File: config.mk
export PLATFORM = sky130hd
export DESIGN_NAME = m_s_to_p_frame
export DESIGN_NICKNAME = d
export VERILOG_FILES = /design/src/rtl/m_s_to_p_pkg.sv /design/src/rtl/m_sp_shift.sv /design/src/rtl/m_s_to_p_frame.sv
export SDC_FILE = /design/constraint.sdc
export NUM_CORES = 1
export LEC_CHECK = 0
export ABC_AREA = 0
export CORE_MARGIN = 4
export CORE_UTILIZATION = 50
export DETAILED_ROUTE_END_ITERATION = 10
export GPL_TIMING_DRIVEN = 0
export PLACE_DENSITY = 0.87
export SETUP_SLACK_MARGIN = 0.5
export SKIP_CTS_REPAIR_TIMING = 1
export SLEW_MARGIN = 40
export SYNTH_ARGS = -nofsm -noshare
export SYNTH_HDL_FRONTEND = slang
export SYNTH_HIERARCHICAL = 1
export SYNTH_SLANG_ARGS = --single-unit
File: constraint.sdc
create_clock -name clk_i -period 2.02 [get_ports clk_i]
set_input_delay 0.202 -clock clk_i [delete_from_list [all_inputs] [get_ports clk_i]]
set_output_delay 0.202 -clock clk_i [all_outputs]
set_load 0.02 [all_outputs]
File: src/rtl/m_s_to_p_pkg.sv
// m_s_to_p_pkg: shared types and sizing helper for the m_s_to_p_frame deserializer
package m_s_to_p_pkg;
  typedef enum logic {S_IDLE, S_SHIFT} state_t;
  // Bit counter width. A range of 0..WORD (parity build) still fits in $clog2(WORD+1).
  function automatic int cnt_w(input int word);
    return $clog2(word + 1);
  endfunction
endpackage

File: src/rtl/m_sp_shift.sv
// m_sp_shift: direction-parametrised shift register with clear, enable and next-value output
// Ports: clk_i, rst_i (async, active-high), clr_i (sync clear, wins over en_i),
//        en_i (shift d_i in), d_i (serial bit), q_o (current value), nxt_o (value after one shift)
module m_sp_shift #(
  parameter int WORD      = 8,
  parameter bit MSB_FIRST = 1'b1
) (
  input  logic            clk_i,
  input  logic            rst_i,
  input  logic            clr_i,
  input  logic            en_i,
  input  logic            d_i,
  output logic [WORD-1:0] q_o,
  output logic [WORD-1:0] nxt_o
);
  logic [WORD-1:0] sr_q;
  always_comb nxt_o = MSB_FIRST ? {sr_q[WORD-2:0], d_i} : {d_i, sr_q[WORD-1:1]};
  always_ff @(posedge clk_i or posedge rst_i)
    if (rst_i) sr_q <= '0;
    else if (clr_i) sr_q <= '0;
    else if (en_i) sr_q <= nxt_o;
  assign q_o = sr_q;
endmodule

File: src/rtl/m_s_to_p_frame.sv
// m_s_to_p_frame: framed serial-to-parallel deserializer with registered valid/ready output
// Ports: clk_i, reset_i (async, active-high), start_i (frame start pulse), bit_valid_i,
//        serial_d_i, out_ready_i, clr_ovr_i, parallel_out_o, out_valid_o, busy_o, overrun_o,
//        parity_err_o (only with M_S_TO_P_PARITY_EN: a trailing even-parity bit ends each frame)
module m_s_to_p_frame
  import m_s_to_p_pkg::*;
#(
  parameter int WORD      = 8,
  parameter bit MSB_FIRST = 1'b1
) (
  input  logic            clk_i,
  input  logic            reset_i,
  input  logic            start_i,
  input  logic            bit_valid_i,
  input  logic            serial_d_i,
  input  logic            out_ready_i,
  input  logic            clr_ovr_i,
  output logic [WORD-1:0] parallel_out_o,
  output logic            out_valid_o,
  output logic            busy_o,
  output logic            overrun_o
`ifdef M_S_TO_P_PARITY_EN
  ,
  output logic            parity_err_o
`endif
);
  localparam int CW = cnt_w(WORD);
`ifdef M_S_TO_P_PARITY_EN
  localparam logic [CW-1:0] LAST = CW'(WORD);
`else
  localparam logic [CW-1:0] LAST = CW'(WORD - 1);
`endif
  state_t          state_q;
  logic [CW-1:0]   cnt_q;
  logic [WORD-1:0] sr_q, sr_nxt, po_q, po_d;
  logic            valid_q, ovr_q, take, done, sh_en, perr_q, perr_d;
  // A completing bit is honoured even when start_i arrives with it; otherwise start_i discards the bit.
  always_comb begin
    take = state_q == S_SHIFT && bit_valid_i;
    done = take && cnt_q == LAST;
`ifdef M_S_TO_P_PARITY_EN
    sh_en  = take && !start_i && !done;
    po_d   = sr_q;
    perr_d = ^{sr_q, serial_d_i};
`else
    sh_en  = take && !start_i;
    po_d   = sr_nxt;
    perr_d = 1'b0;
`endif
  end
  m_sp_shift #(.WORD(WORD), .MSB_FIRST(MSB_FIRST)) u_shift (
    .clk_i (clk_i),
    .rst_i (reset_i),
    .clr_i (start_i),
    .en_i  (sh_en),
    .d_i   (serial_d_i),
    .q_o   (sr_q),
    .nxt_o (sr_nxt)
  );
  always_ff @(posedge clk_i or posedge reset_i)
    if (reset_i) begin
      state_q <= S_IDLE;
      cnt_q   <= '0;
      po_q    <= '0;
      valid_q <= 1'b0;
      ovr_q   <= 1'b0;
      perr_q  <= 1'b0;
    end else begin
      if (start_i) begin
        state_q <= S_SHIFT;
        cnt_q   <= '0;
      end else if (done) begin
        state_q <= S_IDLE;
        cnt_q   <= '0;
      end else if (take) cnt_q <= cnt_q + 1'b1;
      // A completion may load only if the held word is gone or leaves on this same edge.
      if (done && (!valid_q || out_ready_i)) begin
        po_q    <= po_d;
        perr_q  <= perr_d;
        valid_q <= 1'b1;
      end else if (valid_q && out_ready_i) valid_q <= 1'b0;
      ovr_q <= (done && valid_q && !out_ready_i) || (ovr_q && !clr_ovr_i);
    end
  assign parallel_out_o = po_q;
  assign out_valid_o    = valid_q;
  assign busy_o         = state_q == S_SHIFT;
  assign overrun_o      = ovr_q;
`ifdef M_S_TO_P_PARITY_EN
  assign parity_err_o   = perr_q;
`else
  logic unused_perr;
  assign unused_perr    = perr_q;
`endif
endmodule

==> results.txt, run 1 <==
- DR WL/cell: 13.2 um
* Setup slack after layout: 0.497 ns
- The Yosys step of the flow raised 6 warnings.
- Global-route wire length before repair: 2580 um
- After routing, the total negative slack on setup checks comes to 0 ns.
* DP Area: 1130 um^2
- For this design the ratio of total power to cell area is 672 nW/um^2.
* Vias in the first global route: 606
- For the worst setup path, the data arrival time is 1.72 ns.
* Estimated wirelength of the detail-placed design: 1110 um
- In this run the worst hold path is classified as primary input to asynchronous set/reset pin.
* Shortest clock period the worst path allows after layout: 1.52 ns
- Final Total Pwr: 839 uW
- Standard-cell rows: 15
- The synthesized netlist occupies a cell area of 926 um^2.
- Total clock buffers created by CTS: 3
- Level count of the clock H-tree: 1
* Final Max Slew Viols: 0
* Count of final hold-check violations: 0
- The tree is rooted in a clkbuf_4.
- The die is 51.0 um wide.
- Antenna violations before repair: 0
- In the final layout, the share of cells above drive strength 1 is 24.5%.
- Launching point of the worst reg2reg path: cnt_q[0]$_DFFE_PP0P_
* # DRC: 0
- Floorplan die area: 2600 um^2
* Total global-route track usage: 12.9%
- Number of nets at the end of the flow: 107
- Clock latency on the worst-skew pair, taken at its later pin, is 0.30 ns.
- Tracing the worst setup path back leads to its startpoint at cnt_q[0]$_DFFE_PP0P_.
* Syn-to-layout area delta: 34.7%
- Overall routed net length: 1620 um
* Family of cells with the greatest summed delay on the critical path: flip-flops
* Worst slack, placed: 0.0227 ns
- The final critical path takes up 75.4% of the cycle.
- Largest net degree at the start of global routing: 16
- Sum of buffers and inverters on the critical path: 1
- The signal on the critical path passes through ha_4, nand2_4, nor4b_4, buf_6, mux2_2.
- Number of antenna-violating nets in the routed design: 0
* Reported max-cap violation count: 0
- Average footprint of a synthesized cell: 12.7 um^2
- For this run, the top clock speed supported by timing is 657 MHz.
* DRT iter0 DRCs: 8
- Measured against its own limit, the worst slew margin works out to 63.5%.
- 0 antenna diodes ended up in the layout.
- The run finished with clean final reports.
- Data on the critical path is required at its endpoint by 2.22 ns.
* Final-layout worst hold slack: 0.147 ns
- Slowest CP cell: dfrtp_1
- CTS max path bufs: 2
- Counting every net in the synthesized netlist gives 81.
* Type of origin of the critical path: flop
- Summing all non-filler instances in the final layout gives an area of 1250 um^2.
* Slack of the worst reg-to-reg path: 0.50 ns
* Post-DR vias/cell: 5.10
- Setup violations remaining at the end of the flow were counted as 0.
* Clock tree from TritonCTS: yes
- Counting every instance in the synthesized netlist gives 73.
- Counting every sink on the clock net gives 22.
- Ports: 18
- Initial DRT Pass Iterations: 4
- Measured along the y axis, the die boundary spans 51.0 um.
* Leakage power of the design: 0.659 nW
- STA classifies the critical path endpoint as a flop.
* Final setup skew: 0.00268 ns
* Remaining Overflow, GRT: 0
- Crit path max fanout: 8
- Transition time of the tightest slew-check pin: 0.546 ns
- On the worst path, the slowest cell contributes a delay of 0.43 ns.
* Peak ir drop on the vdd network: 0.000428 V
- The worst setup path is of the flop to flop kind.
- Starting utilization of the core area: 53.0%
- Routability-driven placement finished with a final weighted congestion of 0.699.
- Input and output buffers added on the ports amount to 17.
* Setup repair after global routing missed its margin: true
- The detailed router placed 627 vias in this run.
- The core region is 1750 um^2.
- Reg clk slew, reported paths: 0.12 ns
area by class of cell:
cell class              count  area (um^2)
flip-flops and latches     22          552
plain buffers               3         22.5
fillers                   125          498
inverters                   3         11.3
well taps                  25         31.3
multi-input cells          45          362
clock inverters             1         30.0
clock buffers               3         22.5
repair buffers             21          216
sequential cells by signal, indices dropped and copies added (netlist names):
register	count
busy_o	1
overrun_o	1
cnt_q	4
u_shift/q_o	7
out_valid_o	1
parallel_out_o	8
cells in the final DEF, fill, tap and decap left out, types with 2 or more instances in the layout:
cell type,instances
mux2_2,8
xor2_1,2
nand2_1,2
clkbuf_4,3
nor2_1,9
buf_6,2
dfrtp_1,21
nand3_1,3
mux2i_1,7
nor3_1,2
dlymetal6s2s_1,5
buf_4,4
clkdlybuf4s50_1,12
inv_1,3
through the flow:
stage | instances | utilization, %
after global routing | 123 | 71.5
after CTS | 119 | 67.7
after floorplan | 73 | -
final | 123 | 71.5
after global placement | 115 | 64.7
after detailed placement | 115 | 64.7
layer usage:
layer	wire length (um)	part of all wire, %	vias up	GRT usage (%)
met4	31	1.9	0	5.38
met2	769	47	20	20.0
met5	0	0	-	0
met1	742	46	303	18.4
met3	80	4.9	4	1.46
li1	-	-	300	-
where the power goes:
part           switching (mW)  leakage [nW]  internal, mW  total (mW)
Clock                   0.126        0.0279         0.200       0.326
Sequential            0.00665         0.300         0.446       0.452
Combinational          0.0294         0.331        0.0303      0.0596
worst reg2reg max path, cell delays in order, from the launching register on:
cell     delay (ns)
dfrtp_1        0.43
ha_4           0.17
nand2_4        0.05
nor4b_4        0.26
buf_6          0.18
mux2_2         0.34
final timing paths:
path,cells after the start,endpoint
worst min-delay path,2,u_shift/q_o[3]$_DFFE_PP0P_
worst max register to register,5,parallel_out_o[3]$_DFFE_PP0P_
max in group asynchronous,2,busy_o$_DFFE_PP0P_
worst max-delay path,5,parallel_out_o[3]$_DFFE_PP0P_
worst min register to register,1,parallel_out_o[6]$_DFFE_PP0P_
min in group clk_i,2,overrun_o$_DFF_PP0_
Note: power is estimated with default switching activity, not from simulation.
==> inputs of run 2 (changes only) <==
- CORE_UTILIZATION: 50 -> 45
- PLACE_DENSITY: 0.87 -> 0.84
- clock period: 2.02 -> 1.4 ns (I/O delays scaled with it)
==> results.txt, run 2 (same netlist as run 1, synthesis figures left out) <==
- The run finished, with violations left.
- Violations in the final reports: setup timing
* Count of antenna diodes in the layout: 0 (unchanged)
* Fillcell total: 135 (+8.0%)
- Fraction of final layout cells sized beyond drive strength 1: 50.5% (+26 points)
- Worst slew margin relative to its limit: 58.5% (-5.0 points)
- The floorplan core area was 1960 um^2 (+12%).
- The mean routed wirelength per cell is 16.5 um (+25%).
- The worst slack on hold paths is 0.0628 ns (-0.0841 ns).
- Slack of the worst reg-to-reg path: -0.13 ns (-0.62 ns)
- Placer Congestion: 0.756 (+8.1%)
- The met2 usage is 27.6% (+7.6 points).
- Die Y: 53.4 um (+4.6%)
- The setup violation total in the final timing report was 8 (+8).
* Met1 Use GR: 16.5% (-1.9 points)
* Net Sw Frac: 21.8% (+2.5 points)
- The clock-pin transition on the worst setup and hold timing paths was 0.13 ns (about the same).
- Leakage power of the design: 0.664 nW (+0.73%)
- Antenna violations before repair: 0 (unchanged)
- The count of max-cap constraint violations came to 0 (unchanged).
* Count of final hold-check violations: 0 (unchanged)
- The met3 usage in global routing is 5.35% (+3.9 points).
- Sequential share of power: 51.5% (-2.5 points)
- The clock sink count was 22 (unchanged).
- The final HPWL from detailed placement was 1290 um (+16%).
* Part of the total power dissipated in the clock network: 39.2% (+0.3 points)
- Worst stage delay on the critical path: 0.43 ns (about the same)
- The post-detailed-route via-to-cell ratio came to 5.11 (+0.32%).
- The area growth from synthesis to layout is 53.2%.
- The power density over the cells came to 894 nW/um^2 (+33%).
- Clock latency on the worst-skew pair: 0.31 ns (about the same)
- The library cell used most frequently in the layout, excluding fill and tap cells, is dfrtp_1.
* Remaining Overflow, GRT: 0 (unchanged)
- Vias: 675 (+7.7%)
- Crit path max fanout: 8 (unchanged)
- The initial core utilization is 47.2% (-5.9 points).
- The internal power summed over all cells was 992 uW (+47%).
* Initial DRT Pass Iterations: 2 (-2)
- The global routing stage identified its most utilized layer as met2.
- Total global-route track usage: 15.0% (+2.1 points)
- The level count of the clock H-tree was 1 (unchanged).
* Crit path arrival time: 1.74 ns (+0.02 ns)
* List of cells traversed by the critical path: ha_4, nand2_4, nor4b_4, buf_6, mux2_4
* Launching point of the worst reg2reg path: cnt_q[1]$_DFFE_PP0P_
- The actual transition at the worst max-transition pin came to 0.621 ns (+0.0750 ns).
- The largest buffer count on any clock path was 2 (unchanged).
- Among all stages on the critical path, the largest delay is contributed by dfrtp_1.
* Die Wd: 53.4 um (+4.6%)
- Worst slack, placed: -0.520 ns (-0.543 ns)
- The min-delay analysis places its worst path in the category primary input to asynchronous set/reset pin.
* Max FFs per register: 8 (unchanged)
- STA classifies the critical path startpoint as a flop.
- The number of nets with antenna violations after detailed routing was 0 (unchanged).
- Total clock buffers created by CTS: 3 (unchanged)
- The largest voltage drop on the vdd net came to 0.000856 V (+100%).
- The number of DRC violations after detailed routing is 0 (unchanged).
- Setup repair after global routing missed its margin: true
- Global-route wire length before repair: 3030 um (+17%)
- Cells on worst reg2reg path: 5 (unchanged)
* Setup total negative slack: -0.975 ns (-0.975 ns)
- Clock tree from TritonCTS: yes
- Clock Root Buffer: clkbuf_4
* Kind of critical path: flop to flop
* Ports: 18 (unchanged)
* DP Area: 1160 um^2 (+3.0%)
- End of the worst register-to-register path: parallel_out_o[7]$_DFFE_PP0P_
- Final Max Slew Viols: 0 (unchanged)
- Required time at the endpoint of the critical path: 1.62 ns (-0.60 ns)
* Commonest cells after routing, fill and taps aside: dfrtp_1, buf_6, buf_4, mux2_4, nor2_1
- The quantity of I/O buffers inserted on ports came to 17 (unchanged).
* Post-route cell area: 1420 um^2 (+14%)
- DRT iter0 DRCs: 8 (unchanged)
- Net switching power: 276 uW (+71%)
- The peak clock frequency supported by timing was 655 MHz (-0.27%).
* Final setup skew: 0.00495 ns (+0.00226 ns)
* Standard-cell rows: 16 (+1)
- Overall routed net length: 2180 um (+34%)
* Vias in the first global route: 670 (+11%)
- The final clock period utilization by the worst path is 109% (+34 points).
- The fraction of the core area covered by cells at the end of the flow was 72.3% (+0.85 points).
- Floorplan die area: 2850 um^2 (+9.3%)
* Type of element capturing the critical path: flop
- The largest net degree at the start of global routing came to 16 (unchanged).
- The number of nets in the final layout is 114 (+6.5%).
- Proportion of power drawn by combinational gates: 9.4% (+2.3 points)
* Shortest clock period the worst path allows after layout: 1.53 ns (+0.00419 ns)
- The least setup slack across all paths after layout is -0.127 ns (-0.624 ns).
-- run 2: cell types whose count changed in the layout (fill, tap and decap cells not counted), moves of 2 or more --
cell	change
buf_4	+5
clkdlybuf4s50_1	-6
nand3_1	-2
dlymetal6s2s_1	-5
mux2_4	+8
mux2_2	-8
nor3_1	-2
buf_6	+13
nand3_2	+2
-- run 2: worst max-delay path: cells and delay by family (launching register included) --
kind / cells / cell delay [ns]
adder cells (fa/ha/maj): 1 / 0.17
multiplexers: 1 / 0.31
buffers and inverters: 1 / 0.19
AND/OR/NAND/NOR: 2 / 0.32
flip-flops: 1 / 0.43
-- run 2: per-layer routing --
metal / wire, um / vias to the layer above
met5: 0 / -
met4: 0 / 0
met3: 112 / 0
met2: 1180 / 16
met1: 886 / 348
li1: - / 311
-- run 2: how the worst max path moves through the flow --
stage                         startpoint                             to  slack, ns  depth (start not counted)
floorplan           cnt_q[0]$_DFFE_PP0P_  parallel_out_o[0]$_DFFE_PP0P_      -0.12                          4
global placement             bit_valid_i  parallel_out_o[2]$_DFFE_PP0P_      -0.55                          4
detailed placement           bit_valid_i  parallel_out_o[7]$_DFFE_PP0P_      -0.52                          4
CTS                 cnt_q[0]$_DFFE_PP0P_  parallel_out_o[7]$_DFFE_PP0P_      -0.33                          4
global route        cnt_q[1]$_DFFE_PP0P_  parallel_out_o[0]$_DFFE_PP0P_      -0.16                          5
finish              cnt_q[1]$_DFFE_PP0P_  parallel_out_o[7]$_DFFE_PP0P_      -0.13                          5
-- run 2: metrics by stage --
stage / cells / power (mW)
after floorplan: 73 / 0.714
after global placement: 117 / 0.745
after detailed placement: 117 / 0.750
after CTS: 121 / 1.25
after global routing: 132 / 1.32
final: 132 / 1.27
-- run 2: final cells by class --
class	count	area [um^2]	share of cell area, %
sequential	22	553	39.0
multi-input combinational	45	468	33.0
timing repair buffer	28	278	19.6
tap	27	33.8	2.38
clock inverter	1	30.0	2.12
clock buffer	3	22.5	1.59
buffer	3	22.5	1.59
inverter	3	11.3	0.794
-- run 2: power by group through the flow --
stage | combinational, mW | sequential [mW] | clock (mW)
floorplan | 0.0500 | 0.664 | 0
global placement | 0.0800 | 0.665 | 0
detailed placement | 0.0844 | 0.666 | 0
CTS | 0.0856 | 0.654 | 0.510
global route | 0.128 | 0.654 | 0.534
finish | 0.119 | 0.653 | 0.497
==> inputs of run 3 (changes only) <==
- CAP_MARGIN: default -> 20
==> results of run 3 <==
Same layout as run 2: the final DEF is identical, and so are final timing and power.
